==> src/rtl/midi_note_receiver.sv <==
// midi_note_receiver
//   Receives a MIDI serial stream, decodes note-on / note-off messages for
//   one channel and drives a single-voice (last-note priority) output.
//
//   Pipeline: 2-flop synchronizer -> UART byte receiver -> message parser
//             -> voice output stage.  trig rises two clocks after the
//             stop-bit sample of the byte that completes a note-on.
//
// Parameters
//   CLK_HZ    system clock frequency in Hz
//   BAUD      MIDI bit rate
//   CHANNEL   MIDI channel (0-15) whose note messages are accepted
//
// Ports
//   clk        system clock, rising edge
//   reset_n    synchronous active-low reset
//   midi_rx    asynchronous serial MIDI line, idle high
//   note       key number of the last accepted note-on (48 after reset)
//   velocity   velocity of the last accepted note-on
//   gate       high while the current note is held
//   trig       one-clock pulse per accepted note-on
//   frame_err  one-clock pulse per received byte with a low stop bit
module midi_note_receiver #(
  parameter int CLK_HZ  = 50_000_000,
  parameter int BAUD    = 31_250,
  parameter int CHANNEL = 0
) (
  input  logic       clk,
  input  logic       reset_n,
  input  logic       midi_rx,
  output logic [6:0] note,
  output logic [6:0] velocity,
  output logic       gate,
  output logic       trig,
  output logic       frame_err
);

  localparam int DIV   = CLK_HZ / BAUD;
  localparam int CNT_W = (DIV > 2) ? $clog2(DIV) : 1;
  localparam logic [CNT_W-1:0] BIT_LAST  = CNT_W'(DIV - 1);
  localparam logic [CNT_W-1:0] HALF_LAST = CNT_W'(DIV / 2 - 1);
  localparam logic [3:0]       CH        = CHANNEL[3:0];

  typedef enum logic [1:0] {U_IDLE, U_START, U_DATA, U_STOP} uart_state_e;
  typedef enum logic [1:0] {P_WAIT_STATUS, P_WAIT_KEY, P_WAIT_VEL} parse_state_e;

  // ---------------------------------------------------------------------
  // Synchronizer; rx_prev_q gives the previous synchronized level for
  // falling-edge detection. All three reset to the idle (high) level.
  // ---------------------------------------------------------------------
  logic rx_meta_q, rx_sync_q, rx_prev_q;

  // NOTE: sequential state is always written with non-blocking assignments
  // so every flop samples values from before the clock edge.
  always_ff @(posedge clk) begin
    if (!reset_n) begin
      rx_meta_q <= 1'b1;
      rx_sync_q <= 1'b1;
      rx_prev_q <= 1'b1;
    end else begin
      rx_meta_q <= midi_rx;
      rx_sync_q <= rx_meta_q;
      rx_prev_q <= rx_sync_q;
    end
  end

  // ---------------------------------------------------------------------
  // UART receiver. cnt_q is the baud counter; the start bit is checked
  // half a bit after the falling edge, then each later sample is one full
  // bit after the previous, landing on bit midpoints.
  // ---------------------------------------------------------------------
  uart_state_e      uart_q;
  logic [CNT_W-1:0] cnt_q;
  logic [2:0]       bit_idx_q;
  logic [7:0]       shift_q;
  logic             byte_valid_q;
  logic             frame_err_q;

  always_ff @(posedge clk) begin
    if (!reset_n) begin
      uart_q       <= U_IDLE;
      cnt_q        <= '0;
      bit_idx_q    <= '0;
      shift_q      <= '0;
      byte_valid_q <= 1'b0;
      frame_err_q  <= 1'b0;
    end else begin
      byte_valid_q <= 1'b0;
      frame_err_q  <= 1'b0;
      case (uart_q)
        U_IDLE: begin
          cnt_q <= '0;
          if (rx_prev_q && !rx_sync_q) uart_q <= U_START;
        end
        U_START: begin
          if (cnt_q == HALF_LAST) begin
            cnt_q     <= '0;
            bit_idx_q <= '0;
            // A line already back high was a glitch: drop it silently.
            uart_q    <= rx_sync_q ? U_IDLE : U_DATA;
          end else begin
            cnt_q <= cnt_q + 1'b1;
          end
        end
        U_DATA: begin
          if (cnt_q == BIT_LAST) begin
            cnt_q     <= '0;
            shift_q   <= {rx_sync_q, shift_q[7:1]};  // LSB arrives first
            bit_idx_q <= bit_idx_q + 1'b1;
            if (bit_idx_q == 3'd7) uart_q <= U_STOP;
          end else begin
            cnt_q <= cnt_q + 1'b1;
          end
        end
        U_STOP: begin
          if (cnt_q == BIT_LAST) begin
            cnt_q        <= '0;
            uart_q       <= U_IDLE;
            byte_valid_q <= rx_sync_q;
            frame_err_q  <= !rx_sync_q;
          end else begin
            cnt_q <= cnt_q + 1'b1;
          end
        end
        default: uart_q <= U_IDLE;
      endcase
    end
  end

  // ---------------------------------------------------------------------
  // Message parser. Running status is valid exactly when the parser is
  // out of P_WAIT_STATUS; run_on_q records note-on (1) or note-off (0).
  // A completed message is handed on as a one-clock msg_valid_q event.
  // ---------------------------------------------------------------------
  parse_state_e parse_q;
  logic         run_on_q;
  logic [6:0]   key_q;
  logic         msg_valid_q;
  logic         msg_on_q;
  logic [6:0]   msg_key_q;
  logic [6:0]   msg_vel_q;

  always_ff @(posedge clk) begin
    if (!reset_n) begin
      parse_q     <= P_WAIT_STATUS;
      run_on_q    <= 1'b0;
      key_q       <= '0;
      msg_valid_q <= 1'b0;
      msg_on_q    <= 1'b0;
      msg_key_q   <= '0;
      msg_vel_q   <= '0;
    end else begin
      msg_valid_q <= 1'b0;
      if (byte_valid_q) begin
        if (shift_q[7:3] == 5'b11111) begin
          // Real-time byte: invisible to the message stream.
        end else if (shift_q[7:4] == 4'hF) begin
          parse_q <= P_WAIT_STATUS;
        end else if (shift_q[7]) begin
          // 0x8n / 0x9n on our channel start a message; anything else
          // kills running status so its data bytes are ignored.
          if (shift_q[7:5] == 3'b100 && shift_q[3:0] == CH) begin
            run_on_q <= shift_q[4];
            parse_q  <= P_WAIT_KEY;
          end else begin
            parse_q <= P_WAIT_STATUS;
          end
        end else begin
          case (parse_q)
            P_WAIT_KEY: begin
              key_q   <= shift_q[6:0];
              parse_q <= P_WAIT_VEL;
            end
            P_WAIT_VEL: begin
              msg_valid_q <= 1'b1;
              msg_on_q    <= run_on_q && (shift_q[6:0] != 7'd0);
              msg_key_q   <= key_q;
              msg_vel_q   <= shift_q[6:0];
              parse_q     <= P_WAIT_KEY;
            end
            default: ;
          endcase
        end
      end
    end
  end

  // ---------------------------------------------------------------------
  // Voice output stage: single voice, last-note priority.
  // ---------------------------------------------------------------------
  logic [6:0] note_q, note_d;
  logic [6:0] vel_q, vel_d;
  logic       gate_q, gate_d;
  logic       trig_q, trig_d;

  // NOTE: every signal assigned here gets a default first, so no path
  // leaves it unassigned and no latch is inferred.
  always_comb begin
    note_d = note_q;
    vel_d  = vel_q;
    gate_d = gate_q;
    trig_d = 1'b0;
    if (msg_valid_q) begin
      if (msg_on_q) begin
        note_d = msg_key_q;
        vel_d  = msg_vel_q;
        gate_d = 1'b1;
        trig_d = 1'b1;
      end else if (msg_key_q == note_q) begin
        // Releasing an older, superseded key leaves the voice alone.
        gate_d = 1'b0;
      end
    end
  end

  always_ff @(posedge clk) begin
    if (!reset_n) begin
      note_q <= 7'd48;
      vel_q  <= '0;
      gate_q <= 1'b0;
      trig_q <= 1'b0;
    end else begin
      note_q <= note_d;
      vel_q  <= vel_d;
      gate_q <= gate_d;
      trig_q <= trig_d;
    end
  end

  assign note      = note_q;
  assign velocity  = vel_q;
  assign gate      = gate_q;
  assign trig      = trig_q;
  assign frame_err = frame_err_q;

endmodule

==> config.mk <==
export PLATFORM = sky130hd
export DESIGN_NAME = midi_note_receiver
export DESIGN_NICKNAME = d
export VERILOG_FILES = /design/src/rtl/midi_note_receiver.sv
export SDC_FILE = /design/constraint.sdc
export NUM_CORES = 1
export LEC_CHECK = 0
export BUFFER_PORTS_ARGS = -buffer_cell sky130_fd_sc_hd__buf_2
export CORE_UTILIZATION = 59
export DETAILED_ROUTE_END_ITERATION = 7
export PLACE_DENSITY_LB_ADDON = 0.08
export SYNTH_ARGS = -nofsm -noshare
export SYNTH_HDL_FRONTEND = slang
export SYNTH_SLANG_ARGS = --single-unit
==> constraint.sdc <==
create_clock -name clk -period 1.93 [get_ports clk]
set_input_delay 0.0965 -clock clk [delete_from_list [all_inputs] [get_ports clk]]
set_output_delay 0.0965 -clock clk [all_outputs]
set_load 0.03 [all_outputs]
Yosys cells after proc, flatten, opt, wreduce, memory -nomap -nowiden

Cells that the tools add are included.

Word-level logic and storage cells: 88
Output and inout port bits: 17
Flip-flop bits (word level): 71

Add/subtract/negate cells: 2
Bitwise logic cells: 5
Multiplexer cells: 21
Reductions and logical operators: 23
Equality and inequality tests: 17

Operators by type and width:

| kind                                                              | number |
|---|---|
| 11-bit one-hot mux with 3 select lines                            | 1 |
| 11-bit 2-to-1 mux                                                 | 2 |
| 5-bit AND reduction                                               | 4 |
| 2-bit 2-to-1 mux                                                  | 8 |
| 11-bit by 1-bit adder with 11-bit output, second input constant   | 1 |
| 11-bit by 10-bit == test with 1-bit output, second input constant | 1 |
| 11-bit == test, second input constant                             | 1 |
| 2-bit != test, second input constant                              | 5 |
| 3-bit AND reduction                                               | 3 |
| 2-bit one-hot mux with 4 select lines                             | 1 |
| 2-bit AND reduction                                               | 4 |
| 7-bit == test                                                     | 1 |
| 7-bit nonzero test                                                | 1 |
| 2-bit == test, second input constant                              | 3 |
| 3-bit == test, second input constant                              | 2 |
| 3-bit 2-to-1 mux                                                  | 2 |
| 3-bit one-hot mux with 2 select lines                             | 1 |
| 5-bit == test, second input constant                              | 1 |
| 1-bit 2-to-1 mux                                                  | 5 |
| 1-bit NOT                                                         | 5 |
| 5-bit OR reduction                                                | 1 |
| 2-bit by 1-bit == test with 1-bit output, second input constant   | 2 |
| 4-bit == test, second input constant                              | 1 |
| 4-bit logical NOT                                                 | 1 |
| other kinds (8)                                                   | 11 |

Logic depth before layout (Yosys ltp)

Gate-level depths: netlist (run 1).

Word-level depth: 5
Gate-level depth with buffers: 7
Depth with buffers taken out: 6

Worst setup path after synthesis (run 1)

Ideal clock, no wire load.

Path type: reg-to-reg
From: register cnt_q[0]
To: register bit_idx_q[1]
Required time: 1.813 ns
Cell stages (with the launch flop): 7
Data arrival time: 1.418 ns
Slack: 0.395 ns
Setup time: 0.117 ns
Path buffers: 1
Cells stage by stage: dfxtp_1 ha_1 and4_1 buf_6 nand3_2 o22a_1 a32o_1

Word-level cells in the longest chain between the ends: 3
Elaborated cells between the ends (all ways): 5

RTL lines:

| what                                                                                | line    | RTL |
|---|---|---|
| start: declaration                                                                  | 73      | `logic [CNT_W-1:0] cnt_q;` |
| start signal: assignment                                                            | 102     | `cnt_q <= cnt_q + 1'b1;` |
| start signal: assignment                                                            | 112     | `cnt_q <= cnt_q + 1'b1;` |
| start signal: assignment                                                            | 122     | `cnt_q <= cnt_q + 1'b1;` |
| 11-bit == test / 11-bit by 10-bit == test with 1-bit output (equally long branches) | 106, 96 |  |
| 2-bit != test (no source line)                                                      | n/a     |  |
| 3-bit AND reduction (no source line) (*)                                            | n/a     |  |
| end signal: assignment                                                              | 109     | `bit_idx_q <= bit_idx_q + 1'b1;` |
| end: declaration                                                                    | 74      | `logic [2:0] bit_idx_q;` |

Mark *: on every way between the ends. The rest lies on a longest branch, timed or not.
A chain may end at the register's enable or synchronous reset.

Worst setup path after layout (run 1)

From: register cnt_q[0]
To: register cnt_q[5]

Word-level cells in the longest chain between the ends: 3
Elaborated cells between the ends (all ways): 6

RTL lines:

| what                                                                   | line          | RTL |
|---|---|---|
| 11-bit by 1-bit adder with 11-bit output, or another cell as far along | 102, 112, 122 |  |
| 11-bit 2-to-1 mux (on tied branches)                                   | 106, 116, 96  |  |
| 11-bit one-hot mux with 3 select lines (*)                             | 90            | `case (uart_q)` |

Marks and branches as above.

==> results.cfg, run 1 <==
[floorplan]
io_pins = 20
dieArea_sq_mm = 0.00518
die_y_um = 72.0
fp-row-count = 25
die_w_um = 72.0
coreArea_sq_mm = 0.00472
start_util_pct = 61.2

[outcome]
status = completed

[synth]
yosysWarningCount = 0
syn-instance-count = 337
synth_flop_cell = dfxtp_1
async_reset_ff_share_pct = 0
syn-num-nets = 345
ys_seq_area_share_pct = 49.2
ys_ff_latch = 71
synthDistinctLibCells = 47
syn_area_sq_mm = 0.00289
synth.avg_cell_area_sq_um = 8.57
synth-edff-count = 0

[power_and_ir_drop]
net-switching-power_mw = 0.543
power_density_mw_per_mm2 = 799
switching_share_pct = 21.3
p_clk_share_pct = 40.7
leakagePower_nw = 1.13
comb_power_share_pct = 1.6
ir_drop_mv = 0.530
internal_power_mw = 2.01
seqPwrFrac_pct = 57.7

[timing]
finalCriticalPeriod_ns = 1.71
fin_skew_ns = 0.00563
setup-tns-final_ns = 0
slew_headroom_pct = 56.4
final-max-slew-violation-count = 0
tightestPinTransition_ns = 0.654
min_period_over_period_pct = 88.4
setup_violations = 0
fmax_ghz = 0.586
hold_violations = 0
rsz0062_at_grt = no

[drt]
drt-initial-drc-count = 81
postRouteAntennaNets = 0
drt-total-wl_um = 5040
drcViolationCount = 0
viasPerCell = 5.23
first_pass_iters = 4
vias = 2224
wl_per_cell_um = 11.9

[setup_path]
rr_startpoint = cnt_q[0]
rrSetupSlack_ns = 0.22
worst-setup-path-type = flip-flop to flip-flop
path_max_fanout = 11
end_kind = flip-flop
setup.worst_path.start_class = flip-flop
critical_path_arrival_ns = 1.91
cp-startpoint = cnt_q[0]
required_ns = 2.14
rr_worst_depth = 5
reg2reg_to = cnt_q[5]

[cells_and_area]
area.growth.synth_to_final_pct = 10.5
antenna_cells = 0
nFillCells = 422
fin_nets = 361
drive_above_1_share_pct = 14.0
finalInstanceArea_sq_mm = 0.00319

[hold_path]
hold_depth = 2
min_to = rx_meta_q
min_from = reset_n
hp-class = primary input to flip-flop

[placed_design]
hpwl_um = 3410
placed_area_sq_mm = 0.00301
io_buffers = 19
place.gp.congestion = 0.800

[job]
drv_cap = 0

[clocking]
clk_latency_ns = 0.33
cts_buffers = 9
cts_root_buf = clkbuf_8
clock-sinks = 71
cts_tree = built
cts.clk_slew.worst_paths_ns = 0.07
h-tree-depth = 3
cts_setup_buffers = 0
clockBufferDepth = 2

[global_route]
track_usage_pct = 21.4
antenna_found_initial = 0
grt_max_degree = 37
grt-ovfl-total = 0
grt_pass1_vias = 2034
grt_pass1_wl_um = 8650
## state kept, by name (all words and copies together), names as in the netlist, 3 cells and up, named ones only
name and flops:
cnt_q 11, shift_q 8, key_q 7, msg_key_q 7, msg_vel_q 7, note 7
velocity 7, bit_idx_q 3
## repair_timing
item / 4_1_cts / 5_1_grt
setup endpoints to repair: 0 / 1
hold buffers: 1 / 0
gates resized for setup: 0 / 1
hold endpoints to repair: 1 / 0
## cell usage after synthesis (2+ instances only)
cell | n | area, sq um
a31oi_1 | 3 | 18.8
nand2_1 | 76 | 285
nor3_1 | 3 | 15.0
xor2_1 | 5 | 43.8
nand3_1 | 21 | 105
o21ai_0 | 9 | 45.0
xnor2_1 | 11 | 96.3
nand4_1 | 6 | 37.5
ha_1 | 5 | 62.6
dfxtp_1 | 71 | 1420
mux2i_1 | 2 | 20.0
a32o_1 | 2 | 20.0
nor2b_1 | 3 | 18.8
inv_1 | 6 | 22.5
nand2b_1 | 4 | 25.0
nor2_1 | 19 | 71.3
and3_1 | 2 | 12.5
buf_6 | 2 | 22.5
buf_2 | 7 | 35.0
a21oi_1 | 43 | 215
clkbuf_1 | 10 | 37.5
nand3_2 | 2 | 20.0
## final cells by class
cell class	count	area [sq um]	area share, %
clock inverters	4	20.0	0.627
flip-flops and latches	71	1420	44.5
multi-input cells	238	1340	41.8
inverters	7	26.3	0.823
well taps	67	83.8	2.63
clock buffers	12	155	4.86
repair buffers	26	150	4.70
## stage by stage
step	setup slack, ns	hold WS (ns)	utilization, %	std cells	power, mW
global route	0.00372	0.0912	67.6	425	2.64
finish	0.223	0.0907	67.6	425	2.55
floorplan	0.395	0.198	-	337	1.53
CTS	0.144	0.0838	67.6	425	2.57
global placement	0.197	0.279	63.7	408	1.54
detailed placement	0.168	0.280	63.7	408	1.55
## worst max-delay path, stage by stage, from the launching register on
cell and delay, ns:
dfxtp_1 0.37, ha_1 0.21, and4_1 0.34, a31oi_1 0.15
o211ai_2 0.42, nor2_1 0.10
## power by group through the flow
stage | logic, mW | clock network (mW) | registers, mW
global route | 0.0447 | 1.12 | 1.47
detailed placement | 0.0389 | 0 | 1.51
floorplan | 0.0283 | 0 | 1.51
CTS | 0.0407 | 1.06 | 1.47
finish | 0.0404 | 1.04 | 1.47
global placement | 0.0390 | 0 | 1.51
## how the worst max path moves through the flow
stage	to	cells past startpoint
floorplan	bit_idx_q[1]	6
global placement	uart_q[0]	5
detailed placement	uart_q[0]	5
CTS	uart_q[0]	5
global route	cnt_q[6]	5
finish	cnt_q[5]	5
## kinds of logic after synthesis
| kind of cell | synth area share (%) |
|---|---|
| multiplexers | 0.693 |
| buffers and inverters | 4.59 |
| adder cells (fa/ha/maj) | 2.17 |
| XOR/XNOR | 4.85 |
| AND/OR/NAND/NOR | 25.4 |
| AO/OA/AOI/OAI | 13.1 |
| flip-flops | 49.2 |
## routing by layer
metal	track usage [%]	vias to the layer above	routed length, um
met1	26.3	995	2450
met4	10.5	0	97
met2	35.8	42	2360
met5	0	-	0
li1	-	1176	-
met3	4.58	11	135
## cells in the final DEF (no fill, tap or decap), types with 2 or more instances in the layout
master,synthesis,routed
nand3_2,2,2
a31oi_1,3,3
nor2b_1,3,3
nor2_1,19,19
ha_1,5,5
dfxtp_1,71,71
nand3_1,21,21
a32o_1,2,2
nand4_1,6,6
nor3_1,3,3
clkinv_2,0,4
xor2_1,5,5
inv_1,6,6
xnor2_1,11,11
nand2_1,76,76
mux2i_1,2,2
a21oi_1,43,43
buf_2,7,19
clkbuf_8,0,11
buf_4,1,6
nand2b_1,4,4
o21ai_0,9,9
Note: power is estimated with default switching activity, not from simulation.
==> run 2: changes to the inputs <==
--- a/config.mk
+++ b/config.mk
@@ -5,7 +5,7 @@
 export SDC_FILE = /design/constraint.sdc
 export NUM_CORES = 1
 export LEC_CHECK = 0
-export BUFFER_PORTS_ARGS = -buffer_cell sky130_fd_sc_hd__buf_2
+export BUFFER_PORTS_ARGS = -buffer_cell sky130_fd_sc_hd__clkbuf_2
 export CORE_UTILIZATION = 59
 export DETAILED_ROUTE_END_ITERATION = 7
 export PLACE_DENSITY_LB_ADDON = 0.08
==> constraint.sdc (replaced) <==
create_clock -name clk -period 1.6 [get_ports clk]
set_input_delay 0.08 -clock clk [delete_from_list [all_inputs] [get_ports clk]]
set_output_delay 0.08 -clock clk [all_outputs]
set_load 0.03 [all_outputs]
==> results.cfg, run 2 (synthesis gave the netlist of run 1 again) <==
[setup_path]
setup.worst_path.start_class = flip-flop
critical-path-top-delay-family = compound AO/OA/AOI/OAI gates
end_kind = flip-flop
slowest_delay_ns = 0.33
path_buf_inv = 0
path_max_fanout = 6
cp_cell_sequence = ha_1 > and4_4 > nand3_2 > o22a_1 > a32o_1
crit_slowest_cell = dfxtp_1
worst-setup-path-type = flip-flop to flip-flop
critical_path_arrival_ns = 1.77
required_ns = 1.83

[clocking]
h-tree-depth = 3
cts_buffers = 9
clock-sinks = 71
clk_latency_ns = 0.34
clockBufferDepth = 2
cts_tree = built
cts_root_buf = clkbuf_8
cts.clk_slew.worst_paths_ns = 0.07

[drt]
first_pass_iters = 5
postRouteAntennaNets = 0
drcViolationCount = 0
drt-initial-drc-count = 132
drt-total-wl_um = 5460
viasPerCell = 5.26
vias = 2309
wl_per_cell_um = 12.4

[placed_design]
io_buffers = 19
post-place-ws_ns = -0.0858
placed_area_sq_mm = 0.00310
place.gp.congestion = 0.786
hpwl_um = 3740
place_inst = 420

[cells_and_area]
finalInstanceArea_sq_mm = 0.00335
regMostFlops = cnt_q
final_common_cell = nand2_1
largest_reg_flops = 11
antenna_cells = 0
layout_common_cells = 76 x nand2_1, 71 x dfxtp_1, 43 x a21oi_1
stdcell_count = 439
fin_nets = 375
area.growth.synth_to_final_pct = 16.0
final_util_pct = 70.9
drive_above_1_share_pct = 18.0
reg.largest.list = cnt_q x11, shift_q x8

[floorplan]
die_w_um = 72.0
die_y_um = 72.0
fp-row-count = 25
dieArea_sq_mm = 0.00518
start_util_pct = 61.2
coreArea_sq_mm = 0.00472
io_pins = 20

[global_route]
grt_pass1_vias = 2187
track_usage_pct = 24.1
grt-ovfl-total = 0
grt_max_degree = 31
grt_pass1_wl_um = 9590
antenna_found_initial = 0

[timing]
fin_skew_ns = 0.00641
finalCriticalPeriod_ns = 1.54
hold_violations = 0
hold_ws_ns = 0.121
final-max-slew-violation-count = 0
fmax_ghz = 0.651
slew_headroom_pct = 54.4
setup-tns-final_ns = 0
setup_violations = 0
min_period_over_period_pct = 96.0
tightestPinTransition_ns = 0.683
fin_ws_ns = 0.0647
rsz0062_at_grt = yes

[power_and_ir_drop]
comb_power_share_pct = 1.9
p_total_mw = 3.22
seqPwrFrac_pct = 55.2
p_clk_share_pct = 42.9
switching_share_pct = 22.1
power_density_mw_per_mm2 = 960
net-switching-power_mw = 0.710
leakagePower_nw = 1.20
internal_power_mw = 2.51
ir_drop_mv = 0.634

[outcome]
status = completed

[job]
drv_cap = 0

[hold_path]
hp-class = primary input to flip-flop
==> run 2: what timing repair did <==
item                                    in CTS  in global routing
resized for setup                            3                  5
endpoints found under the setup margin      12                 25
endpoints found under the hold margin        1                  0
pin swaps                                    1                  3
hold buffers                                 1                  0
setup buffers                                2                  0
==> run 2: worst paths after layout <==
path	startpoint	end	slack (ns)	depth (start not counted)
max	cnt_q[0]	bit_idx_q[2]	0.06	5
min	reset_n	note[4]	0.12	3
max reg2reg	cnt_q[0]	bit_idx_q[2]	0.06	5
min reg2reg	rx_meta_q	rx_sync_q	0.41	1
==> run 2: worst register-to-register path, cell delays in order (launching register included) <==
cell	delay (ns)
dfxtp_1	0.33
ha_1	0.18
and4_4	0.28
nand3_2	0.10
o22a_1	0.27
a32o_1	0.27
==> run 2: cell type report <==
cell class	instances	area [sq um]
clock buffer	10	128
tap	67	83.8
fill	404	1370
timing repair buffer	40	272
sequential	71	1420
clock inverter	6	61.3
inverter	7	26.3
multi-input combinational	238	1360
==> run 2: per-layer routing <==
metal	vias to the layer above	part of all wire, %	wire, um	track usage, %
met2	39	49	2650	41.5
met4	0	2.4	132	11.8
li1	1204	-	-	-
met1	1056	46	2530	28.4
met5	-	0	0	0
met3	10	2.8	151	5.56
==> run 2: power groups by stage <==
stage	clock network (mW)	logic (mW)	registers (mW)
final	1.38	0.0604	1.77
after global routing	1.48	0.0658	1.78
after CTS	1.41	0.0604	1.77
after detailed placement	0	0.0513	1.82
after global placement	0	0.0506	1.82
after floorplan	0	0.0342	1.82
==> run 3: changes to the inputs <==
--- a/config.mk
+++ b/config.mk
@@ -5,9 +5,9 @@
 export SDC_FILE = /design/constraint.sdc
 export NUM_CORES = 1
 export LEC_CHECK = 0
-export BUFFER_PORTS_ARGS = -buffer_cell sky130_fd_sc_hd__clkbuf_2
-export CORE_UTILIZATION = 59
+export CORE_UTILIZATION = 60
 export DETAILED_ROUTE_END_ITERATION = 7
+export DONT_BUFFER_PORTS = 1
 export PLACE_DENSITY_LB_ADDON = 0.08
 export SYNTH_ARGS = -nofsm -noshare
 export SYNTH_HDL_FRONTEND = slang
==> results.cfg, run 3 (synthesis gave the netlist of run 1 again) <==
[outcome]
status = finished with violations
violations = DRC

[drt]
drt-initial-drc-count = 112
viasPerCell = 5.60
drt-total-wl_um = 5600
postRouteAntennaNets = 0
first_pass_iters = 6
vias = 2306
drcViolationCount = 2
wl_per_cell_um = 13.6

[placed_design]
place_inst = 394
place.gp.congestion = 0.794
hpwl_um = 3790
io_buffers = 0
placed_area_sq_mm = 0.00307

[cells_and_area]
drive_above_1_share_pct = 14.4
regMostFlops = cnt_q
area.growth.synth_to_final_pct = 14.9
stdcell_count = 412
fin_nets = 363
reg.largest.list = cnt_q x11, shift_q x8
nFillCells = 358
final_common_cell = nand2_1
antenna_cells = 0
largest_reg_flops = 11
finalInstanceArea_sq_mm = 0.00332
layout_common_cells = 76 x nand2_1, 71 x dfxtp_1, 43 x a21oi_1

[floorplan]
die_w_um = 71.4
io_pins = 20
fp-row-count = 24
coreArea_sq_mm = 0.00450
start_util_pct = 64.1
die_y_um = 71.4
dieArea_sq_mm = 0.00510

[global_route]
grt_max_degree = 30
grt-ovfl-total = 0
grt_pass1_wl_um = 9880
track_usage_pct = 25.0
antenna_found_initial = 0
grt_pass1_vias = 2249

[power_and_ir_drop]
p_total_mw = 3.41
power_density_mw_per_mm2 = 1030
comb_power_share_pct = 1.7
switching_share_pct = 20.5
net-switching-power_mw = 0.699
p_clk_share_pct = 46.3
leakagePower_nw = 1.17
seqPwrFrac_pct = 52.0
internal_power_mw = 2.71
ir_drop_mv = 0.735

[clocking]
cts_tree = built
cts_root_buf = clkbuf_8
clock-sinks = 71
h-tree-depth = 3
clockBufferDepth = 2
clk_latency_ns = 0.34
cts.clk_slew.worst_paths_ns = 0.08
cts_buffers = 9

[timing]
setup_violations = 0
min_period_over_period_pct = 94.8
finalCriticalPeriod_ns = 1.52
final-max-slew-violation-count = 0
fmax_ghz = 0.659
setup-tns-final_ns = 0
hold_ws_ns = 0.0905
hold_violations = 0
tightestPinTransition_ns = 0.513
fin_skew_ns = 0.00637
slew_headroom_pct = 65.7
rsz0062_at_grt = no

[setup_path]
path_max_fanout = 7
required_ns = 1.84
critical_path_arrival_ns = 1.76
worst-setup-path-type = flip-flop to flip-flop
setup.worst_path.start_class = flip-flop
end_kind = flip-flop

[hold_path]
hp-class = primary input to flip-flop

[job]
drv_cap = 0
run 3: worst max-delay path, cell delays in order, from the launching register on:
cell and delay, ns:
dfxtp_1 0.33, ha_1 0.18, and4_4 0.29, nand3_2 0.09
o22a_1 0.26, a32o_1 0.26
run 3: stage by stage:
step           util [%]  worst slack (ns)
3_3_place_gp       68.1            0.0506
6_report           73.7            0.0831
4_1_cts            73.5            0.0427
5_1_grt            73.7            0.0132
2_1_floorplan         -            0.0647
3_5_place_dp       68.1          -0.00852
run 3: power by group through the flow:
stage                     Sequential, mW  Clock [mW]  Combinational [mW]
after CTS                           1.77        1.60              0.0574
after detailed placement            1.82           0              0.0489
final                               1.77        1.58              0.0572
after global placement              1.82           0              0.0482
after global routing                1.78        1.68              0.0625
after floorplan                     1.82           0              0.0342
run 3: worst paths after layout:
check / start / to / slack (ns) / cells past startpoint
setup / recovery: cnt_q[0] / bit_idx_q[1] / 0.08 / 5
setup reg to reg: cnt_q[0] / bit_idx_q[1] / 0.08 / 5
hold / removal: reset_n / velocity[6] / 0.09 / 2
hold reg to reg: rx_meta_q / rx_sync_q / 0.41 / 1
run 3: per-layer routing:
layer	track usage (%)	routed length, um
met5	0	0
met4	10.7	126
met3	8.30	257
met2	38.3	2510
met1	32.4	2710
run 3: layout make-up:
| cell class | instances | area [sq um] | area share, % |
|---|---|---|---|
| flip-flops and latches | 71 | 1420 | 42.8 |
| multi-input cells | 238 | 1340 | 40.5 |
| repair buffers | 28 | 240 | 7.24 |
| clock buffers | 11 | 141 | 4.26 |
| clock inverters | 5 | 81.3 | 2.45 |
| well taps | 52 | 65.1 | 1.96 |
| inverters | 7 | 26.3 | 0.792 |
run 3: timing repair:
| action | in CTS | in global routing |
|---|---|---|
| buffers inserted | 0 | 0 |
| pin swaps | 0 | 1 |
| endpoints found under the setup margin | 5 | 23 |
| resized for setup | 1 | 4 |
| hold buffers | 2 | 0 |
| endpoints found under the hold margin | 13 | 0 |
